## src/rtl/issue_hazard_ctrl_pkg.sv

```systemverilog
// Shared decode definitions for the issue controller: field positions, NOP and the instruction decoder.
// Pure combinational helpers; no latency or backpressure of their own.
package issue_hazard_ctrl_pkg;

    localparam int OP_MSB = 31;
    localparam int OP_LSB = 26;
    localparam int RS_MSB = 25;
    localparam int RS_LSB = 21;
    localparam int RT_MSB = 20;
    localparam int RT_LSB = 16;
    localparam int RD_MSB = 15;
    localparam int RD_LSB = 11;

    localparam logic [31:0] NOP = 32'h0;

    typedef struct packed {
        logic       we;
        logic [4:0] dest;
    } slotT;

    typedef struct packed {
        logic readsRs;
        logic readsRt;
        slotT wr;
    } decodeT;

    // Register 0 is an ordinary register here; only the all-zero word is a NOP.
    function automatic decodeT decodeInstr(input logic [31:0] instr);
        decodeT d;
        d = '0;
        if (instr != NOP) begin
            d.readsRs = 1'b1;
            d.wr.we   = 1'b1;
            if (instr[OP_MSB:OP_LSB] == '0) begin
                d.readsRt = 1'b1;
                d.wr.dest = instr[RD_MSB:RD_LSB];
            end else begin
                d.wr.dest = instr[RT_MSB:RT_LSB];
            end
        end
        return d;
    endfunction

endpackage

```

## src/rtl/issue_hazard_ctrl_hazard_scoreboard.sv

```systemverilog
// In-flight destination tracker: one slot per pipeline cycle until writeback, raises RAW hazard for a candidate.
// Hazard/WbWe/Busy are combinational from the slots; slots shift every cycle, cleared by Flush.
module hazard_scoreboard
    import issue_hazard_ctrl_pkg::*;
#(
    parameter int WB_LAT = 2
) (
    input  logic       Clk,
    input  logic       Reset,
    input  logic       Flush,
    input  logic       Issue,
    input  slotT       NewSlot,
    input  logic       ReadsRs,
    input  logic       ReadsRt,
    input  logic [4:0] SrcRs,
    input  logic [4:0] SrcRt,
    output logic       Hazard,
    output logic       WbWe,
    output logic       Busy
);

    slotT slot [WB_LAT];

    always_ff @(posedge Clk or negedge Reset) begin
        if (!Reset) begin
            for (int i = 0; i < WB_LAT; i++) slot[i] <= '0;
        end else if (Flush) begin
            for (int i = 0; i < WB_LAT; i++) slot[i] <= '0;
        end else begin
            slot[0] <= Issue ? NewSlot : '0;
            for (int i = 1; i < WB_LAT; i++) slot[i] <= slot[i-1];
        end
    end

    // The writeback slot is skipped: it commits before the candidate reads the register file.
    always_comb begin
        Hazard = 1'b0;
        Busy   = 1'b0;
        for (int i = 0; i < WB_LAT; i++) begin
            Busy = Busy | slot[i].we;
            if ((i < WB_LAT - 1) && slot[i].we &&
                ((ReadsRs && (slot[i].dest == SrcRs)) || (ReadsRt && (slot[i].dest == SrcRt)))) begin
                Hazard = 1'b1;
            end
        end
    end

    assign WbWe = slot[WB_LAT-1].we;

endmodule

```

## src/rtl/issue_hazard_ctrl.sv

```systemverilog
// Issue controller for a no-forwarding 3-stage pipeline: inserts NOP bubbles on RAW hazards and counts issue/stall cycles.
// Accepted instruction appears on InstrIn next cycle; InReady drops on hazard or Flush, independent of InValid.
module issue_hazard_ctrl
    import issue_hazard_ctrl_pkg::*;
#(
    parameter int WB_LAT = 2,
    parameter int CNT_W  = 16
) (
    input  logic             Clk,
    input  logic             Reset,
    input  logic             Flush,
    input  logic             InValid,
    input  logic [31:0]      InInstr,
    output logic             InReady,
    output logic [31:0]      InstrIn,
    output logic             WriteEnable,
    output logic             Busy,
    output logic [CNT_W-1:0] IssueCount,
    output logic [CNT_W-1:0] StallCount
);

    decodeT cand;
    logic   hazard;
    logic   issue;

    assign cand    = decodeInstr(InInstr);
    assign InReady = !hazard && !Flush;
    assign issue   = InValid && InReady;

    hazard_scoreboard #(
        .WB_LAT (WB_LAT)
    ) uScoreboard (
        .Clk     (Clk),
        .Reset   (Reset),
        .Flush   (Flush),
        .Issue   (issue),
        .NewSlot (cand.wr),
        .ReadsRs (cand.readsRs),
        .ReadsRt (cand.readsRt),
        .SrcRs   (InInstr[RS_MSB:RS_LSB]),
        .SrcRt   (InInstr[RT_MSB:RT_LSB]),
        .Hazard  (hazard),
        .WbWe    (WriteEnable),
        .Busy    (Busy)
    );

    // Flush needs no extra term: it already forces issue low, which loads a NOP.
    always_ff @(posedge Clk or negedge Reset) begin
        if (!Reset) begin
            InstrIn    <= NOP;
            IssueCount <= '0;
            StallCount <= '0;
        end else begin
            InstrIn <= issue ? InInstr : NOP;
            if (issue) IssueCount <= IssueCount + CNT_W'(1);
            if (InValid && hazard && !Flush) StallCount <= StallCount + CNT_W'(1);
        end
    end

endmodule

```

## config.mk

```make
export PLATFORM = sky130hd
export DESIGN_NAME = issue_hazard_ctrl
export DESIGN_NICKNAME = d
export VERILOG_FILES = /design/src/rtl/issue_hazard_ctrl_pkg.sv /design/src/rtl/issue_hazard_ctrl_hazard_scoreboard.sv /design/src/rtl/issue_hazard_ctrl.sv
export SDC_FILE = /design/constraint.sdc
export NUM_CORES = 1
export LEC_CHECK = 0
export ABC_AREA = 1
export BUFFER_PORTS_ARGS = -buffer_cell sky130_fd_sc_hd__buf_2
export CAP_MARGIN = 0
export CORE_MARGIN = 2
export CORE_UTILIZATION = 30
export DETAILED_ROUTE_END_ITERATION = 8
export PLACE_DENSITY_LB_ADDON = 0.25
export SLEW_MARGIN = 40
export SYNTH_ARGS = -nofsm -noshare
export SYNTH_HDL_FRONTEND = slang
export SYNTH_SLANG_ARGS = --single-unit
```

## constraint.sdc

```tcl
create_clock -name Clk -period 1.8 [get_ports Clk]
set_input_delay 0.36 -clock Clk [delete_from_list [all_inputs] [get_ports Clk]]
set_output_delay 0.36 -clock Clk [all_outputs]
set_load 0.01 [all_outputs]
```

==> out/results.md, run 1 <==
Timing
• 474 MHz — maximum operating frequency
• 53 — number of setup violations in the final report
• 0.726 — normalized max-slew margin
• 2110 ps — fin crit period
• 6.68 ps — Clock Skew
• 0 — number of hold violations in the final report
• 0 — count of pins over their slew limit
• true — setup repair after global routing missed its margin
• 1.17 — fin crit share
• 408 ps — measured slew at the worst slew-check pin
• -309 ps — final setup margin
• -4540 ps — total negative slack

Final layout
• 0.361 — fraction of layout instances using a drive strength above 1
• 610 — total number of nets in the final design
• 42.2% — Layout Area Growth over Synthesis
• 0 — number of inserted diodes
• 4870 µm² — final std cell area, no fill
• 717 — post-layout instance count excluding filler cells
• 1119 — Filler Cells Inserted

Floorplan
• 111 µm — Vert. Die Dim
• 12300 µm² — die area
• 0.304 — Starting Density
• 103 — Boundary Pins
• 11300 µm² — Std-Cell Core Area
• 111 µm — horizontal extent of the die
• 39 — Row Count

Synth
• 0.519 — Synth top area share
• 8.11 µm² — Synth Area per Inst
• 71 — number of flip-flops and latches in the synthesized netlist
• 1.00 — share of async-settable or async-resettable flops after synthesis
• nand2_1 (129), dfrtp_1 (71), inv_1 (57) — top post-synthesis cells by count
• 460 — total nets after synthesis
• 0.519 — register area share after synthesis
• 3420 µm² — combined area of all synthesized cells
• 0 — count of flip-flops with a built-in enable after synthesis
• 422 — synthesized instance count
• dfrtp_1 — post-synth top area cell
• 0 — Warnings, synthesis
• 27 — unique cell type count in the Yosys netlist
• nand2_1 — cell with the most instances after synthesis
• dfrtp_1 — most instantiated flip-flop cell in the synthesis netlist
• dfrtp_1 (52%), nand2_1 (14%), inv_1 (6.3%), nor2_1 (6.0%), nor2_2 (3.8%) — largest cells by area after synthesis

Drt
• 3136 — overall via count from detail_route
• 4 — DRT Pass-1 Iters
• 101 — initial drt markers
• 0 — post-route DRC violation count
• 0 — Final ANT Viol Nets
• 4.37 — vias per std cell
• 12.5 µm — routed length per instance
• 8960 µm — final wirelength

CTS
• 0 — Post-CTS Hold Buffers
• 340 ps — Worst-Skew Late Latency
• yes — TritonCTS clock tree
• 71 — CTS Sinks
• 3 — maximum level of the CTS H-tree
• clkbuf_16 — root buffer cell
• 2 — Max clock buf depth
• 60 ps — clock transition at the registers of the reported paths
• 9 — TritonCTS Buffers

Placement
• 687 — placed insts
• 0.803 — final estimated routing congestion in global placement
• 6040 µm — Final HPWL DP
• -293 ps — Post-Place Worst Slack
• 102 — number of buffer cells added on primary ports
• 4310 µm² — post-detailed-placement cell area

Run status
• finished, violations left — result of the run
• negative setup slack — violations in the final reports

Setup path
• dfrtp_1 — cell with the largest stage delay on the worst path
• uScoreboard.slot[7] — worst flop-to-flop path startpoint
• 1750 ps — signal arrival time at the worst endpoint
• output pin — CP endpoint kind
• 4 — combined buffer and inverter count along the critical path
• uScoreboard.slot[7] — Critical Path Start
• reg2out — classification of the worst setup path
• 380 ps — Crit path largest cell delay
• flop — category of the worst setup path launch point
• simple AND/OR/NAND/NOR gates — Top Family by Delay on Critical Path
• 3 — worst-path fanout max
• buf_4 > nand2_2 > nand2_1 > nand2_1 > nor2_1 > nand2_1 > nand2_2 > nand3_2 > nand2_2 > buf_6 > inv_6 > buf_6 — list of cells traversed by the critical path
• 1440 ps — CP Data Required Time

Run
• 0 — max-cap check violation count

GRT
• 0 — initial antenna violation count
• 72 — maximum number of pins on one net before global-route repair
• 3084 — vias in the first global route
• 0.151 — total global routing track utilization
• 0 — Overflow after GRT
• 14700 µm — first-pass GRT wire length

Pwr
• 2.66 nW — leakage power figure
• 0.00392 W — Power, Total
• 0.000513 V — IR Drop Worst-Case VDD
• 806 nW/µm² — power per cell area

Min path
• in2async — Hold Crit Class

cells by family after synthesis:
logic type / count (synthesis) / share of synthesized area
and+or+nand+nor: 254 / 0.329
AOI/OAI and AO/OA: 11 / 0.0161
xor gates and xnor gates: 17 / 0.0435
buffers and inverters: 67 / 0.0848
DFF: 71 / 0.519
adders and majority gates: 2 / 0.00731
worst paths after layout:
| path | to | depth (start not counted) | slack [ps] |
|---|---|---|---|
| max | InReady | 12 | -310 |
| min | InstrIn[4] | 2 | 50 |
| max reg2reg | IssueCount[6] | 17 | -170 |
| min reg2reg | StallCount[15] | 2 | 500 |
| max in group asynchronous | IssueCount[2] | 2 | 1440 |
| min in group Clk | InstrIn[8] | 3 | 240 |
final cells by class:
| class | instances | area (µm²) | area share |
|---|---|---|---|
| clock buffers | 11 | 243 | 0.0499 |
| flip-flops and latches | 71 | 1780 | 0.366 |
| well taps | 143 | 179 | 0.0368 |
| repair buffers | 148 | 1010 | 0.208 |
| multi-input cells | 284 | 1420 | 0.292 |
| inverters | 58 | 223 | 0.0458 |
| clock inverters | 2 | 10.0 | 0.00206 |
through the flow:
stage,hold WS (ps),util
global placement,422,0.382
detailed placement,427,0.382
CTS,61.6,0.427
global route,96.4,0.432
floorplan,64.4,-
finish,50.2,0.432
worst reg2reg max path, cell delays in order (launching register included):
cell,delay [ps]
dfrtp_1,380
buf_4,120
nand2_2,40
nand2_1,50
nand2_1,70
nor2_1,160
nand2_1,90
nand2_2,100
nand3_2,70
nand2_2,80
buf_6,110
inv_6,30
buf_6,120
nand2_8,110
buf_12,140
buf_12,110
nand2_1,50
nand2_1,60
layer usage:
layer	routed length, µm	track usage	part of all wire	up-vias
met4	170	0.0625	0.019	0
li1	-	-	-	1583
met5	0	0	0	-
met3	477	0.0492	0.053	14
met2	4410	0.248	0.49	79
met1	3910	0.183	0.44	1460
power breakdown:
part | internal, W | total, W | switching [W]
combinational | 0.000266 | 0.000580 | 0.000314
sequential | 0.00168 | 0.00175 | 0.0000717
clock | 0.000942 | 0.00159 | 0.000646
timing repair:
action | 4_1_cts | 5_1_grt
setup buffers | 8 | 7
gates resized for setup | 14 | 24
gates cloned | 5 | 1
endpoints found under the setup margin | 36 | 71
pin swaps | 6 | 9
sequential cells by signal, indices dropped and copies added, names as in the netlist:
| register | count |
|---|---|
| InstrIn | 32 |
| IssueCount | 16 |
| StallCount | 16 |
| uScoreboard.WbWe | 1 |
| uScoreboard.slot | 6 |
cell usage in the layout (no fill, tap or decap), types with 2 or more instances in the layout:
master	instances
nor2_2	24
nand3_1	14
o21ai_0	10
buf_6	7
nor3_2	2
inv_2	2
nand3b_1	9
buf_4	30
nand2_1	123
nor3_1	7
clkbuf_16	10
nand2_2	7
xnor2_1	6
buf_2	101
nand3_2	4
inv_1	55
xor2_1	11
dfrtp_2	2
buf_12	6
nor2_1	51
nand4_1	2
ha_1	2
nor4_1	4
dfrtp_1	69
clkinv_2	2
buf_8	2
Power figures use the tool's default switching activity.
==> run 2, diff against run 1 <==
Clock period 1.8 ns to 1.9 ns, I/O delays scaled along.
==> run 2 against run 1 <==
The flow still finishes with violations (negative setup slack). Critical endpoint unchanged. Non-clock buffer count is 9 lower. Final cell count is 0.84% lower. Global-route usage is 1.0 points lower. Sequential share of layout area is 0.66 points higher. Combinational power is 12% lower. Sequential power is 5% lower. Clock power is 5% higher. Highest routed layer unchanged. First-iteration DRC count is 37% higher. Critical path type unchanged. Worst setup slack better by 230 ps. Sequential cell count stayed put. Hold slack better by 3.8 ps. Clock-buffer cell count is 1 higher.
==> out/results.md, run 2 (same netlist as run 1, synthesis figures left out) <==
Run status
• finished, violations left — result of the run, unchanged
• negative setup slack — violations in the final reports, unchanged

GRT
• 0 — Overflow after GRT, unchanged
• 72 — maximum number of pins on one net before global-route repair, unchanged
• 0 — initial antenna violation count, unchanged
• 13900 µm — first-pass GRT wire length, was 14700 µm
• 2918 — vias in the first global route, was 3084
• 0.141 — total global routing track utilization, was 0.151

Timing
• 1 — number of setup violations in the final report, was 53
• 505 MHz — maximum operating frequency
• 0 — count of pins over their slew limit, unchanged
• 0.659 — normalized max-slew margin, was 0.726
• -79.5 ps — total negative slack, was -4540 ps
• 0 — number of hold violations in the final report, unchanged
• -79.5 ps — final setup margin, was -309 ps
• 1980 ps — fin crit period
• true — setup repair after global routing missed its margin, unchanged
• 512 ps — measured slew at the worst slew-check pin, was 408 ps
• 7.35 ps — Clock Skew, was 6.68 ps
• 1.04 — fin crit share
• 53.9 ps — tightest hold margin, was 50.2 ps

Drt
• 4.34 — vias per std cell, was 4.37
• 0 — post-route DRC violation count, unchanged
• 8550 µm — final wirelength, was 8960 µm
• 3086 — overall via count from detail_route, was 3136
• 138 — initial drt markers, was 101
• 12.0 µm — routed length per instance, was 12.5 µm
• 4 — DRT Pass-1 Iters, unchanged
• 0 — Final ANT Viol Nets, unchanged

Setup path
• reg2out — classification of the worst setup path, unchanged
• 410 ps — Crit path largest cell delay, was 380 ps
• xnor2_1 > nand2_1 > nor2_1 > nand2_1 > nand2_2 > nand3_2 > nand2_2 > buf_6 > inv_6 > buf_6 — list of cells traversed by the critical path, was buf_4 > nand2_2 > nand2_1 > nand2_1 > nor2_1 > nand2_1 > nand2_2 > nand3_2 > nand2_2 > buf_6 > inv_6 > buf_6
• simple AND/OR/NAND/NOR gates — Top Family by Delay on Critical Path, unchanged
• 3 — worst-path fanout max, unchanged
• dfrtp_1 — cell with the largest stage delay on the worst path, unchanged
• output pin — CP endpoint kind, unchanged
• 10 — Worst path depth, was 12
• 1600 ps — signal arrival time at the worst endpoint, was 1750 ps
• 14 — worst reg-to-reg path cell count, was 17
• flop — category of the worst setup path launch point, unchanged
• 1520 ps — CP Data Required Time, was 1440 ps
• 3 — combined buffer and inverter count along the critical path, was 4

CTS
• 9 — TritonCTS Buffers, unchanged
• 3 — maximum level of the CTS H-tree, unchanged
• yes — TritonCTS clock tree, unchanged
• 2 — Max clock buf depth, unchanged
• 330 ps — Worst-Skew Late Latency, was 340 ps
• 71 — CTS Sinks, unchanged
• clkbuf_16 — root buffer cell, unchanged
• 50 ps — clock transition at the registers of the reported paths, was 60 ps
• 0 — Post-CTS Hold Buffers, unchanged

Floorplan
• 111 µm — horizontal extent of the die, unchanged
• 103 — Boundary Pins, unchanged
• 111 µm — Vert. Die Dim, unchanged
• 12300 µm² — die area, unchanged
• 0.304 — Starting Density, unchanged
• 39 — Row Count, unchanged
• 11300 µm² — Std-Cell Core Area, unchanged

Final layout
• nand2_1 — most common cell after layout, fill and taps aside, unchanged
• 32 — flip-flop count of the largest register, all copies and words added, unchanged
• 39.5% — Layout Area Growth over Synthesis, was 42.2%
• 0 — number of inserted diodes, unchanged
• 0.331 — fraction of layout instances using a drive strength above 1, was 0.361
• InstrIn — Top reg by flops, unchanged
• 711 — post-layout instance count excluding filler cells, was 717
• nand2_1 (128), buf_2 (101), dfrtp_1 (71) — commonest non-fill, non-tap cells in the layout, was nand2_1 (123), buf_2 (101), dfrtp_1 (69)
• InstrIn: 32 flops, IssueCount: 16 flops, StallCount: 16 flops — biggest regs, unchanged
• 601 — total number of nets in the final design, was 610

Pwr
• 0.000424 V — IR Drop Worst-Case VDD, was 0.000513 V
• 2.63 nW — leakage power figure, was 2.66 nW
• 804 nW/µm² — power per cell area, was 806 nW/µm²
• 0.00384 W — Power, Total, was 0.00392 W

Run
• 0 — max-cap check violation count, unchanged

Placement
• 6050 µm — Final HPWL DP, was 6040 µm
• 0.787 — final estimated routing congestion in global placement, was 0.803
• 102 — number of buffer cells added on primary ports, unchanged
• 686 — placed insts, was 687

Min path
• in2async — Hold Crit Class, unchanged

-- run 2: changes by cell type in the layout (fill, tap and decap cells not counted), sizes merged --
cell    delta
clkbuf     +3
buf       -11
clkinv     +1
bufinv     +1
-- run 2: per-stage QoR --
step                 util  setup WS, ps  area, µm²
global route        0.424          -212       4770
finish              0.424         -79.5       4770
detailed placement  0.382          -189       4300
CTS                 0.412          -141       4640
floorplan               -           239       3420
global placement    0.382          -149       4300
-- run 2: final timing paths --
check / slack, ps / endpoint / from
worst max-delay path: -80 / InReady / uScoreboard.slot[6]
worst min-delay path: 50 / InstrIn[4] / Reset
worst max register to register: 120 / IssueCount[1] / uScoreboard.slot[6]
worst min register to register: 490 / IssueCount[15] / IssueCount[15]
max in group asynchronous: 1520 / uScoreboard.WbWe / Reset
min in group Clk: 270 / InstrIn[8] / InInstr[8]
-- run 2: final cells by class --
type                            instances  area [µm²]
Clock inverter                          4        45.0
Inverter                               58         223
Clock buffer                           12         246
Tap cell                              143         179
Fill cell                            1124        6500
Sequential cell                        71        1780
Multi-Input combinational cell        284        1390
Timing Repair Buffer                  139         916
-- run 2: worst register-to-register path, cell delays in order (launching register included) --
cell	delay, ps
dfrtp_1	410
xnor2_1	140
nand2_1	70
nor2_1	100
nand2_1	70
nand2_2	90
nand3_2	70
nand2_2	80
buf_6	110
inv_6	30
buf_4	150
nand2_8	130
clkbuf_16	170
nand2_1	50
nand2_1	50
-- run 2: where the power goes --
group | switching [W] | leakage, nW | internal [W]
Combinational | 0.000283 | 1.53 | 0.000227
Clock | 0.000621 | 0.146 | 0.00105
Sequential | 0.0000707 | 0.956 | 0.00159
Total | 0.000975 | 2.63 | 0.00286
-- run 2: metal layers --
| metal | share of wire | GRT usage | vias to the layer above |
|---|---|---|---|
| li1 | - | - | 1563 |
| met1 | 0.45 | 0.177 | 1436 |
| met2 | 0.48 | 0.230 | 72 |
| met3 | 0.048 | 0.0290 | 15 |
| met4 | 0.023 | 0.0692 | 0 |
| met5 | 0 | 0 | - |
-- run 2: what timing repair did --
item,CTS,global route
endpoints found under the setup margin,1,55
resized for setup,5,7
pin swaps,5,5
setup buffers,4,0
cloned,0,5
==> run 3, diff against run 2 <==
Settings changed: CORE_ASPECT_RATIO set to 0.8, CTS_CLUSTER_SIZE set to 8.
==> run 3 against run 2 <==
The run now ends clean. First-iteration DRC count is 4.3% lower. Critical path depth unchanged. Worst setup slack gained 84 ps. Sequential share of layout area grew 0.82 points. Design area shrank 2.1%. Utilization grew 0.21 points.
==> out/results.md, run 3 (same netlist as run 1, synthesis figures left out) <==
GRT
• 13600 µm — first-pass GRT wire length, was 13900 µm
• 0 — Overflow after GRT, unchanged
• 2804 — vias in the first global route, was 2918
• 0 — initial antenna violation count, unchanged
• 50 — maximum number of pins on one net before global-route repair, was 72
• 0.144 — total global routing track utilization, was 0.141

CTS
• 2 — Max clock buf depth, unchanged
• clkbuf_16 — root buffer cell, unchanged
• yes — TritonCTS clock tree, unchanged
• 3 — maximum level of the CTS H-tree, unchanged
• 340 ps — Worst-Skew Late Latency, was 330 ps
• 9 — TritonCTS Buffers, unchanged
• 60 ps — clock transition at the registers of the reported paths, was 50 ps
• 71 — CTS Sinks, unchanged

Pwr
• 0.434 — sequential cell fraction of total power, was 0.433
• 0.254 — switching share of power, about the same
• 0.443 — Clk pwr share, was 0.434
• 2.56 nW — leakage power figure, was 2.63 nW
• 0.000523 V — IR Drop Worst-Case VDD, was 0.000424 V
• 0.00286 W — design internal power, about the same
• 0.123 — combinational power share, was 0.133
• 821 nW/µm² — power per cell area, was 804 nW/µm²
• 0.000975 W — P_sw, about the same

Setup path
• uScoreboard.slot[7] — worst flop-to-flop path startpoint, was uScoreboard.slot[6]
• flop — category of the worst setup path launch point, unchanged
• simple AND/OR/NAND/NOR gates — Top Family by Delay on Critical Path, unchanged
• 1520 ps — signal arrival time at the worst endpoint, was 1600 ps
• 3 — worst-path fanout max, unchanged
• dfrtp_1 — cell with the largest stage delay on the worst path, unchanged
• StallCount[10] — critical register-to-register path endpoint, was IssueCount[1]
• 3 — combined buffer and inverter count along the critical path, unchanged
• output pin — CP endpoint kind, unchanged
• 90 ps — Reg2Reg Setup Slack, was 120 ps
• uScoreboard.slot[7] — Critical Path Start, was uScoreboard.slot[6]
• reg2out — classification of the worst setup path, unchanged
• inv_1 > nand2_1 > nand2_1 > nor2_1 > nand3_1 > nand2_2 > nand3_2 > nand2_2 > inv_4 > buf_6 — list of cells traversed by the critical path, was xnor2_1 > nand2_1 > nor2_1 > nand2_1 > nand2_2 > nand3_2 > nand2_2 > buf_6 > inv_6 > buf_6
• 15 — worst reg-to-reg path cell count, was 14
• 10 — Worst path depth, unchanged
• 1520 ps — CP Data Required Time, about the same
• 360 ps — Crit path largest cell delay, was 410 ps

Final layout
• 0.326 — fraction of layout instances using a drive strength above 1, was 0.331
• 589 — total number of nets in the final design, was 601
• InstrIn — Top reg by flops, unchanged
• 36.5% — Layout Area Growth over Synthesis, was 39.5%
• nand2_1 — most common cell after layout, fill and taps aside, unchanged
• 1780 µm² — area of all sequential standard cells, unchanged
• 4670 µm² — final std cell area, no fill, was 4770 µm²
• InstrIn: 32 flops, IssueCount: 16 flops, StallCount: 16 flops — biggest regs, unchanged
• 699 — post-layout instance count excluding filler cells, was 711
• 1400 µm² — area of combinational cells with multiple inputs, was 1390 µm²
• 32 — flip-flop count of the largest register, all copies and words added, unchanged
• nand2_1 (124), buf_2 (100), dfrtp_1 (71) — commonest non-fill, non-tap cells in the layout, was nand2_1 (128), buf_2 (101), dfrtp_1 (71)
• 1142 — Filler Cells Inserted, was 1124
• 0 — number of inserted diodes, unchanged

Timing
• 343 ps — measured slew at the worst slew-check pin, was 512 ps
• 0 — count of pins over their slew limit, unchanged
• 0 — number of setup violations in the final report, was 1
• 528 MHz — maximum operating frequency, was 505 MHz
• 0.997 — fin crit share, was 1.04
• 0 ps — total negative slack, was -79.5 ps
• true — setup repair after global routing missed its margin, unchanged
• 7.17 ps — Clock Skew, was 7.35 ps
• 1900 ps — fin crit period, was 1980 ps
• 0 — number of hold violations in the final report, unchanged
• 0.769 — normalized max-slew margin, was 0.659

Min path
• in2reg — Hold Crit Class, was in2async
• InstrIn[9] — worst hold endpoint
• InInstr[9] — startpoint of the worst hold path
• 3 — Hold Path Depth

Drt
• 8590 µm — final wirelength, was 8550 µm
• 2972 — overall via count from detail_route, was 3086
• 4.25 — vias per std cell, was 4.34
• 12.3 µm — routed length per instance, was 12.0 µm
• 0 — Final ANT Viol Nets, unchanged
• 132 — initial drt markers, was 138
• 0 — post-route DRC violation count, unchanged
• 4 — DRT Pass-1 Iters, unchanged

Floorplan
• 103 — Boundary Pins, unchanged
• 11000 µm² — Std-Cell Core Area, was 11300 µm²
• 0.312 — Starting Density, was 0.304
• 12300 µm² — die area, about the same
• 34 — Row Count, was 39
• 99.5 µm — Vert. Die Dim, was 111 µm
• 123 µm — horizontal extent of the die, was 111 µm

Placement
• 674 — placed insts, was 686
• 0.767 — final estimated routing congestion in global placement, was 0.787
• 6090 µm — Final HPWL DP, was 6050 µm
• 102 — number of buffer cells added on primary ports, unchanged
• 4200 µm² — post-detailed-placement cell area, was 4300 µm²

Run
• 0 — max-cap check violation count, unchanged

Run status
• completed — result of the run, was finished, violations left

[run 3: cell types whose count changed in the layout (fill, tap and decap cells not counted), moves of 2 or more]
cell	delta
buf_4	-10
nand2_1	-4
nand2_2	+5
clkbuf_1	-2
[run 3: worst register-to-register path, cell delays in order (launching register included)]
cell and delay (ps):
dfrtp_1 360, inv_1 60, nand2_1 50, nand2_1 40, nor2_1 130, nand3_1 110, nand2_2 100, buf_4 100
buf_4 90, buf_4 100, nand4_4 130, clkinv_4 130, clkbuf_16 140, nand2_1 50, nand2_1 60, nand2_1 40
[run 3: stage by stage]
step / hold WS, ps / utilization / power (W) / setup WS [ps]
floorplan: 84.4 / - / 0.00192 / 239
global route: 258 / 0.426 / 0.00402 / -113
finish: 260 / 0.426 / 0.00384 / 4.86
CTS: 246 / 0.415 / 0.00388 / -59.9
detailed placement: 314 / 0.382 / 0.00215 / 12.6
global placement: 312 / 0.382 / 0.00214 / 30.2
[run 3: worst max path at each step]
| stage | endpoint | slack [ps] |
|---|---|---|
| floorplan | uScoreboard.slot[6] | 240 |
| global placement | InstrIn[4] | 30 |
| detailed placement | IssueCount[4] | 10 |
| CTS | InReady | -60 |
| global route | InReady | -110 |
| finish | InReady | 5 |
[run 3: area by class of cell]
| cell class | instances | area share |
|---|---|---|
| sequential | 71 | 0.380 |
| multi-input combinational | 284 | 0.299 |
| timing repair buffer | 127 | 0.170 |
| clock buffer | 11 | 0.0541 |
| inverter | 58 | 0.0482 |
| tap | 144 | 0.0386 |
| clock inverter | 4 | 0.00964 |
[run 3: power by group through the flow]
stage / registers, W / logic, W / clock network (W)
detailed placement: 0.00169 / 0.000468 / 0
global placement: 0.00168 / 0.000460 / 0
CTS: 0.00166 / 0.000479 / 0.00174
floorplan: 0.00171 / 0.000211 / 0
global route: 0.00167 / 0.000537 / 0.00181
finish: 0.00166 / 0.000474 / 0.00170
[run 3: repair_timing]
item	CTS	global route
pin swaps	5	4
hold endpoints to repair	22	0
setup buffers	5	1
gates resized for setup	2	16
gates cloned	0	3
setup endpoints to repair	1	68
hold buffers	1	0
[run 3: routing by layer]
layer  up-vias  part of all wire  GRT usage
li1       1544                 -          -
met1      1350              0.48      0.192
met2        69              0.44      0.216
met3         9             0.068     0.0528
met4         0             0.013     0.0472
met5         -                 0          0
